$ cat src/rtl/iosys_pkg.sv
// Shared types and constants for the IOSys memory-port arbiter.
// Grant codes double as the requester index on the grant output.
package iosys_pkg;

    typedef enum logic [1:0] {
        ST_IDLE = 2'd0,
        ST_BUSY = 2'd1,
        ST_GAP  = 2'd2
    } state_e;

    typedef enum logic [1:0] {
        GNT_BOOT = 2'd0,
        GNT_CPU  = 2'd1,
        GNT_DMA  = 2'd2,
        GNT_NONE = 2'd3
    } grant_e;

    localparam logic [31:0] ABORT_DATA = 32'hFFFF_FFFF;

    function automatic logic [2:0] grant_onehot(input grant_e g);
        case (g)
            GNT_BOOT: return 3'b001;
            GNT_CPU:  return 3'b010;
            GNT_DMA:  return 3'b100;
            default:  return 3'b000;
        endcase
    endfunction

endpackage

$ cat src/rtl/rr_pick2.sv
// Two-input round-robin chooser; the parent owns and updates the last pointer.
// On a tie the side that was not served last (last_b_i: 1 = side b) wins.
module rr_pick2 (
    input  logic req_a_i,
    input  logic req_b_i,
    input  logic last_b_i,
    output logic any_o,
    output logic pick_b_o
);

    assign any_o    = req_a_i | req_b_i;
    assign pick_b_o = req_b_i & (~req_a_i | ~last_b_i);

endmodule

$ cat src/rtl/iosys_mem_arb.sv
// Three-way arbiter (boot > round-robin cpu/dma) onto the single RV memory port,
// with a watchdog that aborts accesses the memory never completes.
module iosys_mem_arb
    import iosys_pkg::*;
#(
    parameter int unsigned ADDR_W  = 23,
    parameter int unsigned TIMEOUT = 4096
) (
    input  logic              clk,
    input  logic              resetn,

    input  logic              req0_valid,
    input  logic [ADDR_W-1:0] req0_addr,
    input  logic [31:0]       req0_wdata,
    input  logic [3:0]        req0_wstrb,
    output logic              req0_ready,

    input  logic              req1_valid,
    input  logic [ADDR_W-1:0] req1_addr,
    input  logic [31:0]       req1_wdata,
    input  logic [3:0]        req1_wstrb,
    output logic              req1_ready,

    input  logic              req2_valid,
    input  logic [ADDR_W-1:0] req2_addr,
    input  logic [31:0]       req2_wdata,
    input  logic [3:0]        req2_wstrb,
    output logic              req2_ready,

    output logic [31:0]       req_rdata,
    input  logic              ram_busy,

    output logic              rv_valid,
    output logic [ADDR_W-1:0] rv_addr,
    output logic [31:0]       rv_wdata,
    output logic [3:0]        rv_wstrb,
    input  logic [31:0]       rv_rdata,
    input  logic              rv_ready,

    output logic [1:0]        grant,
    output logic              err_timeout
);

    localparam int unsigned     WD_W    = $clog2(TIMEOUT);
    localparam logic [WD_W-1:0] WD_LAST = WD_W'(TIMEOUT - 1);

    state_e              state_q, state_d;
    grant_e              grant_q, grant_d;
    logic                last_q, last_d;       // 1 = dma served last
    logic [WD_W-1:0]     wd_q, wd_d;
    logic                rv_valid_q, rv_valid_d;
    logic [ADDR_W-1:0]   rv_addr_q, rv_addr_d;
    logic [31:0]         rv_wdata_q, rv_wdata_d;
    logic [3:0]          rv_wstrb_q, rv_wstrb_d;
    logic [2:0]          ready_q, ready_d;
    logic [31:0]         rdata_q, rdata_d;
    logic                err_q, err_d;

    logic rr_any;
    logic rr_pick_dma;

    rr_pick2 u_rr (
        .req_a_i  (req1_valid),
        .req_b_i  (req2_valid),
        .last_b_i (last_q),
        .any_o    (rr_any),
        .pick_b_o (rr_pick_dma)
    );

    always_comb begin
        state_d    = state_q;
        grant_d    = grant_q;
        last_d     = last_q;
        wd_d       = wd_q;
        rv_valid_d = rv_valid_q;
        rv_addr_d  = rv_addr_q;
        rv_wdata_d = rv_wdata_q;
        rv_wstrb_d = rv_wstrb_q;
        ready_d    = '0;
        rdata_d    = rdata_q;
        err_d      = err_q;

        case (state_q)
            ST_IDLE: begin
                if (!ram_busy && (req0_valid || rr_any)) begin
                    state_d    = ST_BUSY;
                    rv_valid_d = 1'b1;
                    wd_d       = '0;
                    if (req0_valid) begin
                        grant_d    = GNT_BOOT;
                        rv_addr_d  = req0_addr;
                        rv_wdata_d = req0_wdata;
                        rv_wstrb_d = req0_wstrb;
                    end else if (rr_pick_dma) begin
                        grant_d    = GNT_DMA;
                        rv_addr_d  = req2_addr;
                        rv_wdata_d = req2_wdata;
                        rv_wstrb_d = req2_wstrb;
                    end else begin
                        grant_d    = GNT_CPU;
                        rv_addr_d  = req1_addr;
                        rv_wdata_d = req1_wdata;
                        rv_wstrb_d = req1_wstrb;
                    end
                end
            end
            ST_BUSY: begin
                if (rv_ready) begin
                    state_d    = ST_GAP;
                    rv_valid_d = 1'b0;
                    rdata_d    = rv_rdata;
                    ready_d    = grant_onehot(grant_q);
                    if (grant_q == GNT_CPU) last_d = 1'b0;
                    else if (grant_q == GNT_DMA) last_d = 1'b1;
                end else if (wd_q == WD_LAST) begin
                    // Abort: complete the requester with poison data; writes are dropped.
                    state_d    = ST_GAP;
                    rv_valid_d = 1'b0;
                    rdata_d    = ABORT_DATA;
                    ready_d    = grant_onehot(grant_q);
                    err_d      = 1'b1;
                end else begin
                    wd_d = wd_q + 1'b1;
                end
            end
            ST_GAP: begin
                state_d = ST_IDLE;
                grant_d = GNT_NONE;
            end
            default: begin
                state_d = ST_IDLE;
            end
        endcase
    end

    always_ff @(posedge clk) begin
        if (!resetn) begin
            state_q    <= ST_IDLE;
            grant_q    <= GNT_NONE;
            last_q     <= 1'b1;
            wd_q       <= '0;
            rv_valid_q <= 1'b0;
            rv_addr_q  <= '0;
            rv_wdata_q <= '0;
            rv_wstrb_q <= '0;
            ready_q    <= '0;
            rdata_q    <= '0;
            err_q      <= 1'b0;
        end else begin
            state_q    <= state_d;
            grant_q    <= grant_d;
            last_q     <= last_d;
            wd_q       <= wd_d;
            rv_valid_q <= rv_valid_d;
            rv_addr_q  <= rv_addr_d;
            rv_wdata_q <= rv_wdata_d;
            rv_wstrb_q <= rv_wstrb_d;
            ready_q    <= ready_d;
            rdata_q    <= rdata_d;
            err_q      <= err_d;
        end
    end

    assign req0_ready  = ready_q[0];
    assign req1_ready  = ready_q[1];
    assign req2_ready  = ready_q[2];
    assign req_rdata   = rdata_q;
    assign rv_valid    = rv_valid_q;
    assign rv_addr     = rv_addr_q;
    assign rv_wdata    = rv_wdata_q;
    assign rv_wstrb    = rv_wstrb_q;
    assign grant       = grant_q;
    assign err_timeout = err_q;

endmodule

$ cat config.mk
export PLATFORM = sky130hd
export DESIGN_NAME = iosys_mem_arb
export DESIGN_NICKNAME = d
export VERILOG_FILES = /design/src/rtl/iosys_pkg.sv /design/src/rtl/rr_pick2.sv /design/src/rtl/iosys_mem_arb.sv
export SDC_FILE = /design/constraint.sdc
export NUM_CORES = 1
export LEC_CHECK = 0
export CAP_MARGIN = 15
export CORE_MARGIN = 2
export CORE_UTILIZATION = 35
export CTS_CLUSTER_SIZE = 28
export DETAILED_ROUTE_END_ITERATION = 7
export PLACE_DENSITY = 0.75
export SETUP_SLACK_MARGIN = 0.15
export SLEW_MARGIN = 40
export SYNTH_ARGS = -nofsm -noshare
export SYNTH_HDL_FRONTEND = slang
export SYNTH_HIERARCHICAL = 1
export SYNTH_SLANG_ARGS = --single-unit
$ cat constraint.sdc
create_clock -name clk -period 2.5 [get_ports clk]
set_input_delay 0.5 -clock clk [delete_from_list [all_inputs] [get_ports clk]]
set_output_delay 0.5 -clock clk [all_outputs]
set_load 0.005 [all_outputs]
Word-level counts from Yosys, hierarchy flattened
Cells that the tools add are included.
Operators by class
  multiplexer cells: 29
  bitwise operators: 6
  reductions and logical operators: 18
  equality and inequality tests: 9
  add/sub/neg operators: 1
Operator list (count)
  2-to-1 mux 32 bit: 4
  2-to-1 mux 23 bit: 2
  2-to-1 mux 12 bit: 3
  one-hot mux 12 bit (2 select lines): 1
  adder 12 x 1 -> 12 bit (second input constant): 1
  == test 12 bit (second input constant): 1
  2-to-1 mux 2 bit: 6
  AND reduction 2 bit: 5
  one-hot mux 3 bit (3 select lines): 1
  AND reduction 3 bit: 3
  2-to-1 mux 4 bit: 2
  one-hot mux 2 bit (2 select lines): 2
  nonzero test 2 bit: 4
  2-to-1 mux 3 bit: 2
  != test 2 bit (second input constant): 3
  2-to-1 mux 1 bit: 5
  == test 2 x 1 -> 1 bit (second input constant): 2
  == test 2 bit (second input constant): 2
  logical NOT 2 bit: 2
  AND reduction 4 bit: 1
  != test 3 bit (second input constant): 1
  inverter 1 bit: 3
  OR 1 bit: 2
  one-hot mux 1 bit (2 select lines): 1
  other kinds (4): 4
Word-level totals
  output and inout bits: 98
  logic and storage cells: 74
  flip-flop bits (word level): 113

Depth between registers and ports, before layout
Gate-level depths: netlist of the first run.
  word-level depth: 7
  gate-level depth with buffers: 7
  depth with buffers taken out: 5

Modules after synthesis
The synthesis of the first run kept the hierarchy.
Modules (own cells, without submodules)
  iosys_mem_arb: cells an instance 646, instances 1, seq. area each 2262.2 sq um, area an instance 5311.3 sq um
  rr_pick2: cells an instance 2, instances 1, seq. area each 0.0 sq um, area an instance 13.8 sq um

Least setup slack after synthesis of the first run
Ideal clock, no wire load.
  kind: input port to flip-flop
  start: input port req2_valid
  end: register rv_addr_q[10] (netlist: rv_addr[10])
  arrival: 1669 ps
  cell stages on the path: 7
  setup time: 74 ps
  path buffers: 2
  slack: 757 ps
  path through: a21boi_1 > clkbuf_1 > nor2_1 > buf_2 > a22o_1 > nand2_1 > a31oi_1
On the way
  word-level cells in the longest chain between the ends: 4
  elaborated cells on any way between the ends: 7
RTL lines
  from (decl): line iosys_mem_arb.sv:24  | input logic req2_valid,
  OR 1 bit: line rr_pick2.sv:11  | assign any_o = req_a_i | req_b_i;
  logical OR 1 bit: line iosys_mem_arb.sv:85  | if (!ram_busy && (req0_valid || rr_any)) begin
  logical AND 1 bit: line iosys_mem_arb.sv:85
  AND reduction 2 bit (no line)
  to (signal assigned): line iosys_mem_arb.sv:155  | rv_addr_q <= rv_addr_d;
  to (decl): line iosys_mem_arb.sv:52  | logic [ADDR_W-1:0] rv_addr_q, rv_addr_d;
Parallel ways exist; a longest one is shown, timed or not.
A chain may end at the register's enable or synchronous reset.

Worst setup path in the final report of the first run
  start: register wd_q[0]
  end: register wd_q[7]
On the way
  word-level cells in the longest chain between the ends: 4
  elaborated cells on any way between the ends: 7
RTL lines
  from (decl): line iosys_mem_arb.sv:50  | logic [WD_W-1:0] wd_q, wd_d;
  from (signal assigned): line iosys_mem_arb.sv:153  | wd_q <= wd_d;
  adder 12 x 1 -> 12 bit: line iosys_mem_arb.sv:123  | wd_d = wd_q + 1'b1;
  2-to-1 mux 12 bit: line iosys_mem_arb.sv:115  | end else if (wd_q == WD_LAST) begin
  2-to-1 mux 12 bit: line iosys_mem_arb.sv:108  | if (rv_ready) begin
  one-hot mux 12 bit (2 select lines): line iosys_mem_arb.sv:83  | case (state_q)
Parallel ways exist; a longest one is shown, timed or not. The select of a mux whose other input is x is not followed.

==> results.yml, run 1 <==
status:
  status: "finished clean"
critical_path:
  slowest_delay_ns: 0.51
  rr_startpoint: "wd_q[0]"
  reg2reg_depth: 5
  worstPathArrival_ns: 2.35
  cp_cell_sequence: "ha_1 > and3_1 > a41o_1 > nand2_1 > a311oi_1"
  startpoint_type: "flop"
  ff2ff_setup_slack_ns: 0.47
  cp_num_buf_inv: 0
  critPathRequiredTime_ns: 2.82
  r2r_end: "wd_q[7]"
  critPathTopFamily: "compound AO/OA/AOI/OAI gates"
  worst_setup_path_end_kind: "flop"
  path_max_fanout: 12
  critPathKind: "flop to flop"
  worst_path_max_delay_cell: "a41o_1"
logic_synthesis:
  ys_seq_elements: 113
  ys_async_sr_fraction_pct: 0
  yosys_warnings: 6
  synth_area_per_cell_sq_um: 8.22
  syn-instance-count: 648
  synth_edf_count: 0
  ys_seq_area_share_pct: 42.5
  synthFlopType: "dfxtp_1"
  syn-num-nets: 869
  ys_types: 50
  syn_area_sq_mm: 0.00533
sta:
  fin_crit_ns: 2.03
  finalSetupTns_ns: 0
  final.period_utilization_pct: 81.0
  grt_setup_unrepaired: "false"
  hold_viol_final: 0
  fmax_mhz: 494
  clock_skew_ns: 0.00869
  relSlewSlack_pct: 45.3
  setup_violations: 0
  drv_slew: 0
  worst_pin_slew_ns: 0.820
cts:
  hold_buffers: 0
  cts_made_buffers: 17
  cts.sinks: 113
  cts_resized: 0
  postCtsSetupRepairBufs: 0
  root_buffer: "clkbuf_16"
  cts_tree: "built"
  worstSkewPairLatency_ns: 0.41
  htree_levels: 4
  cts.reportedPaths.clkPinSlew_ns: 0.06
  clk_path_buf_depth: 2
global_route:
  grt_use_total_pct: 22.2
  grt-ovfl-total: 0
  first_global_vias: 5448
  antenna_found_initial: 1
  grt_max_degree: 81
  grt_pass1_wl_um: 28200
floorplan:
  die_h_um: 127
  start_util_pct: 35.4
  pin_count: 314
  fp.dieW_um: 127
  num_rows: 45
  die-area_sq_mm: 0.0162
  core_area_sq_mm: 0.0150
detailed_routing:
  ant_nets: 0
  drtIter0Drc: 242
  drtPass1Iterations: 4
  vias: 5791
  routed_via_density: 5.09
  finalWirelength_um: 18700
  drc: 0
  wl_per_cell_um: 16.5
worst_hold_path:
  worstHoldStart: "rv_wdata[17]"
  hold_end: "rv_wdata[17]"
  hp-class: "flop to flop"
  whs_path_depth: 2
job:
  cap_violations: 0
layout:
  final_nets: 1157
  final_cell_area_sq_mm: 0.00918
  drive_above_1_share_pct: 9.17
  antenna_cells: 0
  area_growth_syn_to_layout_pct: 72.4
  final_cells: 1137
pwr:
  p_leak_uw: 0.00342
  power_density_mw_per_mm2: 581
  power.total_uw: 5340
  vdd_drop_max_mv: 0.451
placed_design:
  placed_cell_area_sq_mm: 0.00861
  place_inst: 1105
  routabilityCongestion: 0.835
  dp_hpwl_um: 13800
  port_buffers: 313
==> how the worst max path moves through the flow <==
stage,from,endpoint,cells after the start
CTS,wd_q[0],wd_q[7],5
global placement,req1_valid,rv_addr[0],6
global route,wd_q[0],wd_q[7],5
finish,wd_q[0],wd_q[7],5
floorplan,req2_valid,rv_addr[10],7
detailed placement,req2_valid,rv_addr[16],7
==> cells in the final DEF, fill, tap and decap left out, drive strengths merged, types with 3 or more instances in the layout <==
cell           instances
a21oi                 49
a22o                  17
a31oi                 21
and2                   3
and3                   3
buf                   16
clkbuf                18
clkdlybuf4s50        312
clkinv                 8
dfxtp                113
ha                     5
inv                    8
mux2i                 41
nand2                190
nand3                 10
nor2                   7
nor3                   4
nor4                   3
o21ai                 49
o221a                 32
o22ai                  4
==> Yosys cell counts, drive strengths merged (2+ instances only) <==
library cell | number | area, sq um
and2 | 3 | 18.8
a41oi | 2 | 43.8
nor4 | 3 | 18.8
buf | 22 | 110
inv | 3 | 11.3
ha | 5 | 62.6
clkbuf | 37 | 140
and3 | 3 | 18.8
o21ai | 49 | 249
nand4 | 2 | 12.5
mux2i | 41 | 410
nand2 | 190 | 713
nand3 | 10 | 50.1
o21a | 2 | 15.0
nand2b | 2 | 12.5
nor3 | 4 | 20.0
and4 | 2 | 17.5
a31oi | 21 | 131
a21oi | 49 | 245
a22oi | 2 | 15.0
o22ai | 4 | 25.0
o221a | 32 | 360
o211ai | 2 | 15.0
nor2 | 7 | 28.8
or3 | 2 | 12.5
a211o | 2 | 17.5
a22o | 17 | 149
dfxtp | 113 | 2260
==> power breakdown <==
part / total, uW / internal, uW / switching (uW)
clock network: 2310 / 1400 / 903
registers: 1960 / 1910 / 57.3
logic: 1070 / 651 / 415
==> through the flow <==
stage	hold slack [ns]	worst slack, ns	utilization [%]
5_1_grt	0.472	0.239	61.1
6_report	0.452	0.474	61.1
3_5_place_dp	0.445	0.0850	57.3
4_1_cts	0.453	0.473	61.1
2_1_floorplan	0.453	0.757	-
3_3_place_gp	0.441	-0.135	57.3
==> worst min-delay path: stages, from the launching register on <==
cell     delay, ns
dfxtp_1       0.30
nand2_1       0.05
a21oi_1       0.05
==> metal layers <==
| layer | share of wire, % | routed length [um] | vias to the layer above | GRT usage [%] |
|---|---|---|---|---|
| met2 | 50 | 9410 | 232 | 37.8 |
| met1 | 39 | 7360 | 2638 | 25.7 |
| met3 | 7.5 | 1400 | 35 | 7.37 |
| met4 | 2.8 | 528 | 2 | 8.86 |
| met5 | 0.059 | 11 | - | 0 |
| li1 | - | - | 2884 | - |
==> final cells by class <==
class	count	area, sq um
timing repair buffer	328	3280
sequential	113	2260
tap	188	235
clock inverter	14	131
clock buffer	18	439
fill	1314	5850
inverter	4	15.0
multi-input combinational	472	2820
==> sequential cells by signal (all words and copies together) (netlist names) <==
signal,cells
rv_valid,1
last_q,1
req_rdata,32
grant,2
err_timeout,1
rv_addr,23
rv_wstrb,4
wd_q,12
rv_wdata,32
ready_q,3
state_q,2
==> logic make-up (layout without fill, tap and decap cells) <==
group / count (synthesis) / after routing / synth area share (%)
AOI/OAI and AO/OA: 191 / 191 / 25.3
buffers and inverters: 63 / 364 / 4.98
muxes: 41 / 41 / 7.71
DFF: 113 / 113 / 42.5
adders and majority gates: 5 / 5 / 1.17
and+or+nand+nor: 235 / 235 / 18.4
(Power assumes the default switching activity.)
==> run 2: changes to the inputs <==
Clock period 2.5 ns to 1.9 ns, I/O delays scaled along.
==> run 2 against run 1 <==
Net effect: flip-flop and latch count stayed put; core utilization is 3.8 points higher; sequential power is 32% higher; via count is 3.9% higher; non-clock buffer count is 41 higher; worst hold slack worse by 0.0084 ns; critical path depth is 1 higher; clock power is 47% higher.
==> results.yml, run 2 (same netlist as run 1, synthesis figures left out) <==
detailed_routing:
  drc: 0
  ant_nets: 0
  finalWirelength_um: 19200
  drtPass1Iterations: 5
  routed_via_density: 5.11
  vias: 6014
  wl_met1_um: 7470
  dr_wl_met3_um: 1460
  drtIter0Drc: 242
  top_layer: "met5"
  wl_met2_um: 9730
  wl_per_cell_um: 16.3
layout:
  drive_above_1_share_pct: 13.3
  area_growth_syn_to_layout_pct: 83.1
  n_fill_cell: 1274
  final_common_cell: "clkdlybuf4s50_1"
  mostFrequentLayoutCells: "clkdlybuf4s50_1, nand2_1, dfxtp_1"
  antenna_cells: 0
  final_nets: 1198
job:
  cap_violations: 0
global_route:
  antenna_found_initial: 1
  first_global_vias: 5660
  grt_pass1_wl_um: 29700
  grt_use_total_pct: 23.1
  grt-ovfl-total: 0
  grt_max_degree: 102
floorplan:
  core_area_sq_mm: 0.0150
  num_rows: 45
  start_util_pct: 35.4
  pin_count: 314
  fp.dieW_um: 127
  die-area_sq_mm: 0.0162
  die_h_um: 127
sta:
  grt_setup_unrepaired: "true"
  whs_ns: 0.444
  fin_crit_ns: 1.72
  final.period_utilization_pct: 90.5
  hold_viol_final: 0
  setup_violations: 0
  finalSetupTns_ns: 0
  worst_pin_slew_ns: 0.423
  relSlewSlack_pct: 71.8
  clock_skew_ns: 0.00668
  fmax_mhz: 582
  drv_slew: 0
cts:
  cts_made_buffers: 17
  htree_levels: 4
  clk_path_buf_depth: 2
  worstSkewPairLatency_ns: 0.41
  cts.reportedPaths.clkPinSlew_ns: 0.06
  cts.sinks: 113
  cts_tree: "built"
  root_buffer: "clkbuf_16"
status:
  status: "finished clean"
critical_path:
  crit_start: "rv_ready"
  path_max_fanout: 5
  worst_path_max_delay_cell: "or3b_1"
  r2r_end: "wd_q[5]"
  critPathRequiredTime_ns: 2.22
  worst_setup_path_end_kind: "flop"
  slowest_delay_ns: 0.48
  rr_startpoint: "state_q[0]"
  worstPathArrival_ns: 2.04
  crit_end: "wd_q[5]"
  critPathKind: "input port to flop"
  cp_num_buf_inv: 2
  ff2ff_setup_slack_ns: 0.20
  cp_cell_sequence: "clkdlybuf4s50_1 > or3b_1 > a41oi_4 > buf_4 > nor2_1 > o32ai_1"
  cp.depth: 6
  critPathTopFamily: "buffers and inverters"
  reg2reg_depth: 5
  startpoint_type: "input port"
worst_hold_path:
  whs_path_depth: 3
  hp-class: "input port to flop"
placed_design:
  dp_hpwl_um: 14200
  port_buffers: 313
  routabilityCongestion: 0.900
pwr:
  p_leak_uw: 0.00370
  vdd_drop_max_mv: 0.535
  power_density_mw_per_mm2: 772
==> run 2: cell count changes in the layout (fill, tap and decap cells not counted), sizes merged <==
cell / previous run / this run
buf: 16 / 57
bufinv: 1 / 4
clkinv: 8 / 5
clkinvlp: 1 / 3
clkbuf: 18 / 17
inv: 8 / 7
==> run 2: cell type report <==
cell class,instances,area [sq um],area share [%]
well taps,188,235,2.41
flip-flops and latches,113,2260,23.2
inverters,4,15.0,0.154
clock inverters,15,209,2.14
multi-input cells,472,2850,29.2
clock buffers,17,425,4.36
repair buffers,369,3750,38.4
==> run 2: what timing repair did <==
item                                    4_1_cts  5_1_grt
hold buffers                                  0        0
resized for setup                             2        8
endpoints found under the setup margin        2       39
pin swaps                                     0        1
setup buffers                                 0        6
==> run 2: worst register-to-register path, delay by kind of cell, from the launching register on <==
family	cells	cell delay, ns
flops	1	0.39
simple gates	2	0.52
buf+inv	1	0.17
compound gates	2	0.53
==> run 2: worst min path at each step <==
stage | startpoint | end
floorplan | rv_addr[12] | rv_addr[12]
global placement | rv_wdata[4] | rv_wdata[4]
detailed placement | rv_addr[20] | rv_addr[20]
CTS | req0_valid | grant[0]
global route | req0_valid | grant[0]
finish | req0_valid | grant[0]
==> run 2: power breakdown <==
part | switching [uW] | internal (uW)
registers | 75.3 | 2510
clock network | 1200 | 2210
logic | 573 | 959
total | 1840 | 5680
==> run 2: per-stage QoR <==
stage               power [uW]  worst slack (ns)  instances  utilization, %  area, sq um
global route              7830             0.108       1178            64.9         9750
CTS                       7580             0.153       1172            64.3         9670
floorplan                 3160             0.184        648               -         5330
detailed placement        4160            -0.222       1140            60.1         9030
global placement          4140            -0.165       1140            60.1         9030
finish                    7520             0.181       1178            64.9         9750
==> run 2: metal layers <==
metal / vias to the layer above / global-route usage, %
met1: 2752 / 26.6
met2: 254 / 40.0
met5: - / 0
met4: 2 / 9.57
li1: 2971 / -
met3: 35 / 7.12
